<file path="src/rtl/qcost_pkg.sv">
// Shared types, width helpers and output saturation for the quadratic cost evaluator.
package qcost_pkg;

   typedef enum logic [2:0] {
      ST_IDLE = 3'd0,
      ST_SQ   = 3'd1,
      ST_MAC  = 3'd2,
      ST_BIAS = 3'd3,
      ST_DONE = 3'd4
   } state_t;

   typedef struct packed {
      logic               ovf;
      logic signed [63:0] val;
   } sat_t;

   function automatic int diff_w(input int in_w);
      return in_w + 1;
   endfunction

   function automatic int sq_w(input int in_w, input int frac);
      return 2 * (in_w + 1) - frac;
   endfunction

   // Sized so the N-term sum of weighted squares can never wrap.
   function automatic int acc_w(input int in_w, input int frac, input int n_dim);
      return 3 * in_w + 3 - 2 * frac + $clog2(n_dim);
   endfunction

   function automatic sat_t saturate(input logic signed [63:0] v, input int unsigned w);
      sat_t               r;
      logic signed [63:0] mx;
      logic signed [63:0] mn;
      mx    = (64'sd1 <<< (w - 1)) - 64'sd1;
      mn    = -mx - 64'sd1;
      r.ovf = 1'b0;
      r.val = v;
      if (v > mx) begin
         r.ovf = 1'b1;
         r.val = mx;
      end else if (v < mn) begin
         r.ovf = 1'b1;
         r.val = mn;
      end
      return r;
   endfunction

endpackage

</file>
<file path="src/rtl/fixed_mult_param.sv">
// Signed A_W x B_W multiplier; full-width product floored by FRAC bits.
module fixed_mult_param #(
   parameter int A_W  = 17,
   parameter int B_W  = 26,
   parameter int FRAC = 8
) (
   input  logic signed [A_W-1:0]     a_i,
   input  logic signed [B_W-1:0]     b_i,
   output logic signed [A_W+B_W-1:0] p_o
);

   logic signed [A_W+B_W-1:0] full;

   assign full = a_i * b_i;
   assign p_o  = full >>> FRAC;

endmodule

</file>
<file path="src/rtl/quad_cost_eval.sv">
// z = sum_i w_i*(x_i-o_i)^2 + bias, evaluated on one shared multiplier, saturated to OUT_W.
module quad_cost_eval
   import qcost_pkg::*;
#(
   parameter int N_DIM = 4,
   parameter int IN_W  = 16,
   parameter int FRAC  = 8,
   parameter int OUT_W = 32
) (
   input  logic                    clk,
   input  logic                    rst_n,
   input  logic                    start_func,
   input  logic [N_DIM*IN_W-1:0]   x_in,
   input  logic [N_DIM*IN_W-1:0]   off_in,
   input  logic [N_DIM*IN_W-1:0]   wt_in,
   input  logic [OUT_W-1:0]        bias_in,
   output logic [OUT_W-1:0]        z_out,
   output logic                    func_done,
   output logic                    overflow,
   output logic                    busy
);

   localparam int DIFF_W = diff_w(IN_W);
   localparam int SQ_W   = sq_w(IN_W, FRAC);
   localparam int ACC_W  = acc_w(IN_W, FRAC, N_DIM);
   localparam int PROD_W = DIFF_W + SQ_W;
   localparam int K_W    = (N_DIM > 1) ? $clog2(N_DIM) : 1;

   state_t                   state_q, state_d;
   logic [K_W-1:0]           k_q, k_d;
   logic signed [ACC_W-1:0]  acc_q, acc_d;
   logic [OUT_W-1:0]         z_q, z_d;
   logic                     done_q, done_d;
   logic                     ovf_q, ovf_d;
   logic                     busy_q, busy_d;
   logic                     capture;

   logic [N_DIM*IN_W-1:0]    x_q, off_q, wt_q;
   logic signed [OUT_W-1:0]  bias_q;
   logic signed [SQ_W-1:0]   sq_q;

   logic signed [IN_W-1:0]   x_k, o_k, w_k;
   logic signed [DIFF_W-1:0] diff;
   logic signed [DIFF_W-1:0] mult_a;
   logic signed [SQ_W-1:0]   mult_b;
   logic signed [PROD_W-1:0] prod;
   logic signed [ACC_W-1:0]  mac_term;
   logic signed [ACC_W:0]    sum;
   logic signed [63:0]       sum64;
   sat_t                     sat_r;
   logic                     unused_bits;

   assign x_k  = x_q[int'(k_q)*IN_W +: IN_W];
   assign o_k  = off_q[int'(k_q)*IN_W +: IN_W];
   assign w_k  = wt_q[int'(k_q)*IN_W +: IN_W];
   assign diff = {x_k[IN_W-1], x_k} - {o_k[IN_W-1], o_k};

   // Operand mux: (d,d) while squaring, (w_k,sq) while accumulating.
   assign mult_a = (state_q == ST_MAC) ? {w_k[IN_W-1], w_k} : diff;
   assign mult_b = (state_q == ST_MAC) ? sq_q
                                       : {{(SQ_W-DIFF_W){diff[DIFF_W-1]}}, diff};

   fixed_mult_param #(
      .A_W  (DIFF_W),
      .B_W  (SQ_W),
      .FRAC (FRAC)
   ) u_mult (
      .a_i (mult_a),
      .b_i (mult_b),
      .p_o (prod)
   );

   assign mac_term    = prod[ACC_W-1:0];
   assign sum         = {acc_q[ACC_W-1], acc_q} + {{(ACC_W+1-OUT_W){bias_q[OUT_W-1]}}, bias_q};
   assign sum64       = {{(63-ACC_W){sum[ACC_W]}}, sum};
   assign sat_r       = saturate(sum64, OUT_W);
   assign unused_bits = ^{prod[PROD_W-1:ACC_W], sat_r.val[63:OUT_W]};

   always_comb begin
      state_d = state_q;
      k_d     = k_q;
      acc_d   = acc_q;
      z_d     = z_q;
      done_d  = done_q;
      ovf_d   = ovf_q;
      busy_d  = busy_q;
      capture = 1'b0;
      case (state_q)
         ST_IDLE: begin
            if (start_func) begin
               capture = 1'b1;
               acc_d   = '0;
               ovf_d   = 1'b0;
               busy_d  = 1'b1;
               k_d     = '0;
               state_d = ST_SQ;
            end
         end
         ST_SQ: state_d = ST_MAC;
         ST_MAC: begin
            acc_d = acc_q + mac_term;
            if (k_q == K_W'(N_DIM - 1)) begin
               state_d = ST_BIAS;
            end else begin
               k_d     = k_q + K_W'(1);
               state_d = ST_SQ;
            end
         end
         ST_BIAS: begin
            z_d     = sat_r.val[OUT_W-1:0];
            ovf_d   = sat_r.ovf;
            done_d  = 1'b1;
            busy_d  = 1'b0;
            state_d = ST_DONE;
         end
         ST_DONE: begin
            // Hold the result until the requester drops start_func.
            if (!start_func) begin
               done_d  = 1'b0;
               state_d = ST_IDLE;
            end
         end
         default: state_d = ST_IDLE;
      endcase
   end

   always_ff @(posedge clk or negedge rst_n) begin
      if (!rst_n) begin
         state_q <= ST_IDLE;
         k_q     <= '0;
         acc_q   <= '0;
         z_q     <= '0;
         done_q  <= 1'b0;
         ovf_q   <= 1'b0;
         busy_q  <= 1'b0;
      end else begin
         state_q <= state_d;
         k_q     <= k_d;
         acc_q   <= acc_d;
         z_q     <= z_d;
         done_q  <= done_d;
         ovf_q   <= ovf_d;
         busy_q  <= busy_d;
      end
   end

   // Operand buffers are always rewritten on capture, so they carry no reset.
   always_ff @(posedge clk) begin
      if (capture) begin
         x_q    <= x_in;
         off_q  <= off_in;
         wt_q   <= wt_in;
         bias_q <= bias_in;
      end
      if (state_q == ST_SQ) begin
         sq_q <= prod[SQ_W-1:0];
      end
   end

   assign z_out     = z_q;
   assign func_done = done_q;
   assign overflow  = ovf_q;
   assign busy      = busy_q;

endmodule

</file>
<file path="config.mk">
export PLATFORM = sky130hd
export DESIGN_NAME = quad_cost_eval
export DESIGN_NICKNAME = d
export VERILOG_FILES = /design/src/rtl/qcost_pkg.sv /design/src/rtl/fixed_mult_param.sv /design/src/rtl/quad_cost_eval.sv
export SDC_FILE = /design/constraint.sdc
export NUM_CORES = 2
export LEC_CHECK = 0
export BUFFER_PORTS_ARGS = -buffer_cell sky130_fd_sc_hd__buf_2
export CORE_MARGIN = 8
export CORE_UTILIZATION = 65
export DETAILED_ROUTE_END_ITERATION = 8
export PLACE_DENSITY = 0.92
export SYNTH_ARGS = -nofsm -noshare
export SYNTH_HDL_FRONTEND = slang
export SYNTH_SLANG_ARGS = --single-unit
</file>
<file path="constraint.sdc">
create_clock -name clk -period 36 [get_ports clk]
set_clock_uncertainty 0.2 [all_clocks]
set_input_delay 7.2 -clock clk [delete_from_list [all_inputs] [get_ports clk]]
set_output_delay 7.2 -clock clk [all_outputs]
set_load 0.01 [all_outputs]
</file>
* After elaboration in Yosys (flattened, before gate mapping)
Cells that the tools add are included.
** Word-level totals
- Word-level logic and storage cells :: 60
- Output and inout port bits :: 35
- Register bits after elaboration :: 327
- Bits of input ports :: 227
** Cells by class
- Add/subtract/negate cells :: 4
- Reduce and logical (&&, ||, !) cells :: 9
- Multiplexer cells :: 21
- Magnitude comparators :: 2
- $mul :: 1
- Shift operators :: 3
- Equality and inequality tests :: 8
** Operator list (count)
- $shiftx 64x7->16 :: 3
- $mux 65 :: 2
- $pmux 37 s2 :: 1
- $mul 17x26->43 :: 1
- $add 37x32->38 :: 1
- $gt 38x32->1 const B :: 1
- $lt 38x32->1 const B :: 1
- $add 37x35->37 :: 1
- $mux 37 :: 1
- $mux 26 :: 1
- $mux 17 :: 1
- $sub 16x16->17 :: 1
- $pmux 3 s5 :: 1
- $reduce_and 2->1 :: 4
- $eq 3x2->1 const B :: 2
- $mux 2 :: 3
- $mux 3 :: 2
- $ne 2x2->1 const B :: 3
- $pmux 1 s2 :: 3
- $reduce_bool 2->1 :: 3
- $mux 1 :: 5
- $pmux 2 s2 :: 1
- $eq 3x1->1 const B :: 1
- $eq 3x3->1 const B :: 1
- other kinds (4) :: 4

* Depth between registers and ports, before layout
- Word-level depth :: 6
- Depth in mapped cells :: 56
- Mapped depth without buffers :: 51

* Hierarchy
From an unflattened synthesis, not the netlist that was laid out.
** Second synthesis, totals
- Cells, all modules :: 3016
- Area, all modules :: 32104.5 sq um
** Modules (own cells, without submodules)
- quad_cost_eval :: cells an instance 1339, seq. area each 9434.0 sq um, times used 1, area each 16889.9 sq um
- fixed_mult_param :: cells an instance 1677, seq. area each 0.0 sq um, times used 1, area each 15214.6 sq um

* Least setup slack after synthesis
OpenSTA, ideal clock, no wires.
- Path kind :: input to register
- Start :: input start_func
- End :: register acc_q[0]
- Setup time :: 0.121 ns
- Required time :: 35.679 ns
- Path buffers :: 2
- Cell stages on the path :: 7
- Data arrival time :: 13.421 ns
- Path slack :: 22.258 ns
- Cells stage by stage :: nand2b_1 > or3_1 > clkbuf_1 > inv_1 > nor2_1 > clkbuf_1 > a22o_1
** Between the ends
- Cells in the longest elaborated chain, start to end :: 2
** Ends and longest elaborated chain
- start: declaration :: line quad_cost_eval.sv:12 : input logic start_func,
- $ne 2x2->1 (no line)
- $reduce_and 2->1 (no line)
- end signal: assignment :: line quad_cost_eval.sv:131 : acc_q <= '0;
- end signal: assignment :: line quad_cost_eval.sv:139 : acc_q <= acc_d;
- end: declaration :: line quad_cost_eval.sv:31 : logic signed [ACC_W-1:0] acc_q, acc_d;
Every way passes these cells.
A chain may end at the register's enable or synchronous reset.

* Final worst setup path
- Start :: register k_q[0]
- End :: register acc_q[31]
** Between the ends
- Cells in the longest elaborated chain, start to end :: 6
- Elaborated cells on any way between the ends :: 9
- Those cells by class :: add/sub: 2; mul: 1; shift: 3; mux: 3
** Ends and longest elaborated chain
- start: declaration :: line quad_cost_eval.sv:30 : logic [K_W-1:0] k_q, k_d;
- start signal: assignment :: line quad_cost_eval.sv:138 : k_q <= k_d;
- $shiftx 64x7->16 (on tied branches) :: line quad_cost_eval.sv:53, quad_cost_eval.sv:54
- $sub 16x16->17 :: line quad_cost_eval.sv:56 : assign diff = {x_k[IN_W-1], x_k} - {o_k[IN_W-1], o_k};
- $mux 17 / $mux 26 (equally long branches) :: line quad_cost_eval.sv:59, quad_cost_eval.sv:60
- $mul 17x26->43 * :: line fixed_mult_param.sv:14 : assign full = a_i * b_i;
- via prod[24] :: line quad_cost_eval.sv:46 : logic signed [PROD_W-1:0] prod;
- $add 37x35->37 * :: line quad_cost_eval.sv:101 : acc_d = acc_q + mac_term;
- $pmux 37 s2 * :: line quad_cost_eval.sv:88 : case (state_q)
The timed path passes the listed nets; every way through them passes the cells marked *.

==> results.sh <==
export IMPL_status="finished, final reports clean"
export IMPL_cts_tree="yes"
export IMPL_worst_setup_path_start_kind="flop"
export IMPL_placedCellCount=3769
export IMPL_critPathKind="flop to flop"
export IMPL_synth_warnings=0
export IMPL_first_pass_iters=8
export IMPL_fp_dieW_microns=235
export IMPL_numCtsBuffers=36
export IMPL_finalSetupViolCount=0
export IMPL_area_delta_synth_final_pct=10.0
export IMPL_overflow=0
export IMPL_arrival_ns=15.05
export IMPL_fin_crit_sh=0.412
export IMPL_synth_nets=3826
export IMPL_initial_core_util=0.657
export IMPL_io_pins=262
export IMPL_timing_rr_start="k_q[0]"
export IMPL_htree_num_levels=2
export IMPL_clkTransAtPathRegs_ns=0.07
export IMPL_fp_dieH_microns=235
export IMPL_min_from="z_out[31]"
export IMPL_holdCritPathClass="flop to flop"
export IMPL_cpMostUsedCell="fa_1"
export IMPL_path_buf_inv=6
export IMPL_fin_crit_ns=14.82
export IMPL_drt_total_wl_mm=92.1
export IMPL_track_usage=0.332
export IMPL_ctsResizeCount=0
export IMPL_gp_congestion=0.998
export IMPL_rsz0062_at_grt="no"
export IMPL_grt_max_degree=143
export IMPL_crit_slowest_cell="o311ai_0"
export IMPL_antenna_found_initial=2
export IMPL_post_drt_wl_per_cell_microns=24.0
export IMPL_critPathMaxFanout=52
export IMPL_dieArea_sq_um=55500
export IMPL_ys_ff_latch=327
export IMPL_fin_cells=3833
export IMPL_cts_sinks=327
export IMPL_worstMarginPinSlew_ns=1.26
export IMPL_nets=4043
export IMPL_synth_edf_count=250
export IMPL_fmax_ghz=0.0675
export IMPL_vias=24400
export IMPL_post_route_util=0.723
export IMPL_cp_required_ns=36.23
export IMPL_ant_nets=0
export IMPL_cts_root_buf="clkbuf_16"
export IMPL_dp_hpwl_mm=67.6
export IMPL_row_count=80
export IMPL_synth_distinct_cells=75
export IMPL_avgSynthCellArea_sq_um=10.5
export IMPL_route_detailed_drc=0
export IMPL_clk_latency_ns=0.60
export IMPL_max_cap_violations=0
export IMPL_critPathCaptureType="flop"
export IMPL_drive_gt1_frac=0.135
export IMPL_grt_pass1_wl_mm=143
export IMPL_maxSlewHeadroom=0.150
export IMPL_core_area_sq_um=47600
export IMPL_report_final_slew_viol_count=0
export IMPL_post_drt_via_cell_ratio=6.37
export IMPL_worstSetupStartpoint="k_q[0]"
export IMPL_final_hold_violation_count=0
export IMPL_numPortBuffers=261
export IMPL_ys_async_sr_fraction=0.235
export IMPL_ys_flop_type="edfxtp_1"
export IMPL_layout_commonest_cell="inv_1"
export IMPL_setup_tns_ns=0
export IMPL_drt_iter0_drc=3213
export IMPL_postCtsSetupRepairBufs=0
export IMPL_yosysSeqAreaShare=0.301
export IMPL_path_delay_family="compound AO/OA/AOI/OAI gates"
export IMPL_syn_inst=2975
export IMPL_hold_buffers=0
export IMPL_grt_pass1_vias=25900
export IMPL_layout_common_cells="inv_1, fa_1, nand2_1, nor2_1, buf_2"
export IMPL_max_stage_delay_ns=1.08
export IMPL_cts_buffer_depth=3
export IMPL_synth_area_sq_um=31300
[cells by family (layout without fill, tap and decap cells)]
kind of cell | count (synthesis) | after routing | share of synthesized area
xor gates and xnor gates | 114 | 114 | 0.0319
and+or+nand+nor | 833 | 833 | 0.114
buffers and inverters | 565 | 807 | 0.0683
AOI/OAI and AO/OA | 452 | 452 | 0.0930
muxes | 60 | 60 | 0.0383
DFF | 327 | 327 | 0.301
adders and majority gates | 624 | 624 | 0.353
other | 0 | 1 | 0
[registers in the layout, indices dropped and copies added (netlist names)]
register and flops:
off_q 64, wt_q 64, x_q 64, acc_q 37, bias_q 32, z_out 32, sq_q 26, state_q 3
k_q 2, busy 1, func_done 1, overflow 1
[tightest hold or removal path, cell delays in order (launching register included)]
cell and delay [ns]:
dfrtp_1 0.35, nand2_1 0.07, nand2_1 0.07
[worst paths after layout]
kind	end	slack, ns	cells past startpoint
setup / recovery	acc_q[31]	21.18	45
hold / removal	z_out[31]	0.32	2
setup reg to reg	acc_q[31]	21.18	45
hold reg to reg	z_out[31]	0.32	2
max in group asynchronous	k_q[0]	28.23	1
min in group asynchronous	z_out[23]	6.60	1
[layout make-up]
cell class,instances,area [sq um]
inverter,456,1720
fill,2988,13200
tap,615,769
multi-input combinational,2083,19800
clock inverter,20,253
clock buffer,43,980
sequential,327,9440
antenna,1,2.50
timing repair buffer,288,1510
[metrics by stage]
stage	setup WS [ns]	hold slack [ns]	cell area (sq um)
6_report	21.18	0.322	34500
5_1_grt	20.26	0.348	34500
4_1_cts	21.47	0.321	34500
3_5_place_dp	21.72	0.305	33200
3_3_place_gp	22.09	0.259	33200
2_1_floorplan	22.26	0.284	31300
[synthesized netlist by cell type (20+ instances only)]
master    count  area share
nor2_1      297       0.036
nor2b_1      20      0.0040
nand2_1     362       0.043
mux4_2       47       0.034
clkbuf_1     84       0.010
edfxtp_1    250        0.24
nand3_1      21      0.0034
a21oi_1     142       0.023
and2_1       24      0.0048
dfrtp_1      77       0.062
a21o_1       62       0.015
ha_1        190       0.076
inv_1       456       0.055
o21ai_0      90       0.014
xor2_1       41       0.011
xnor2_1      73       0.020
fa_1        434        0.28
nand2b_1     26      0.0052
[metal layers]
layer  global-route usage  wire length, microns  vias to the layer above
li1                     -                     -                    10200
met1                0.382                 30400                    11800
met2                0.532                 42400                     1913
met3                0.121                 12400                      523
met4                0.198                  6910                        2
met5                    0                    13                        -
Power is not shown: default switching activity piles up to over one toggle a cycle in this logic, so the estimate is an artifact.
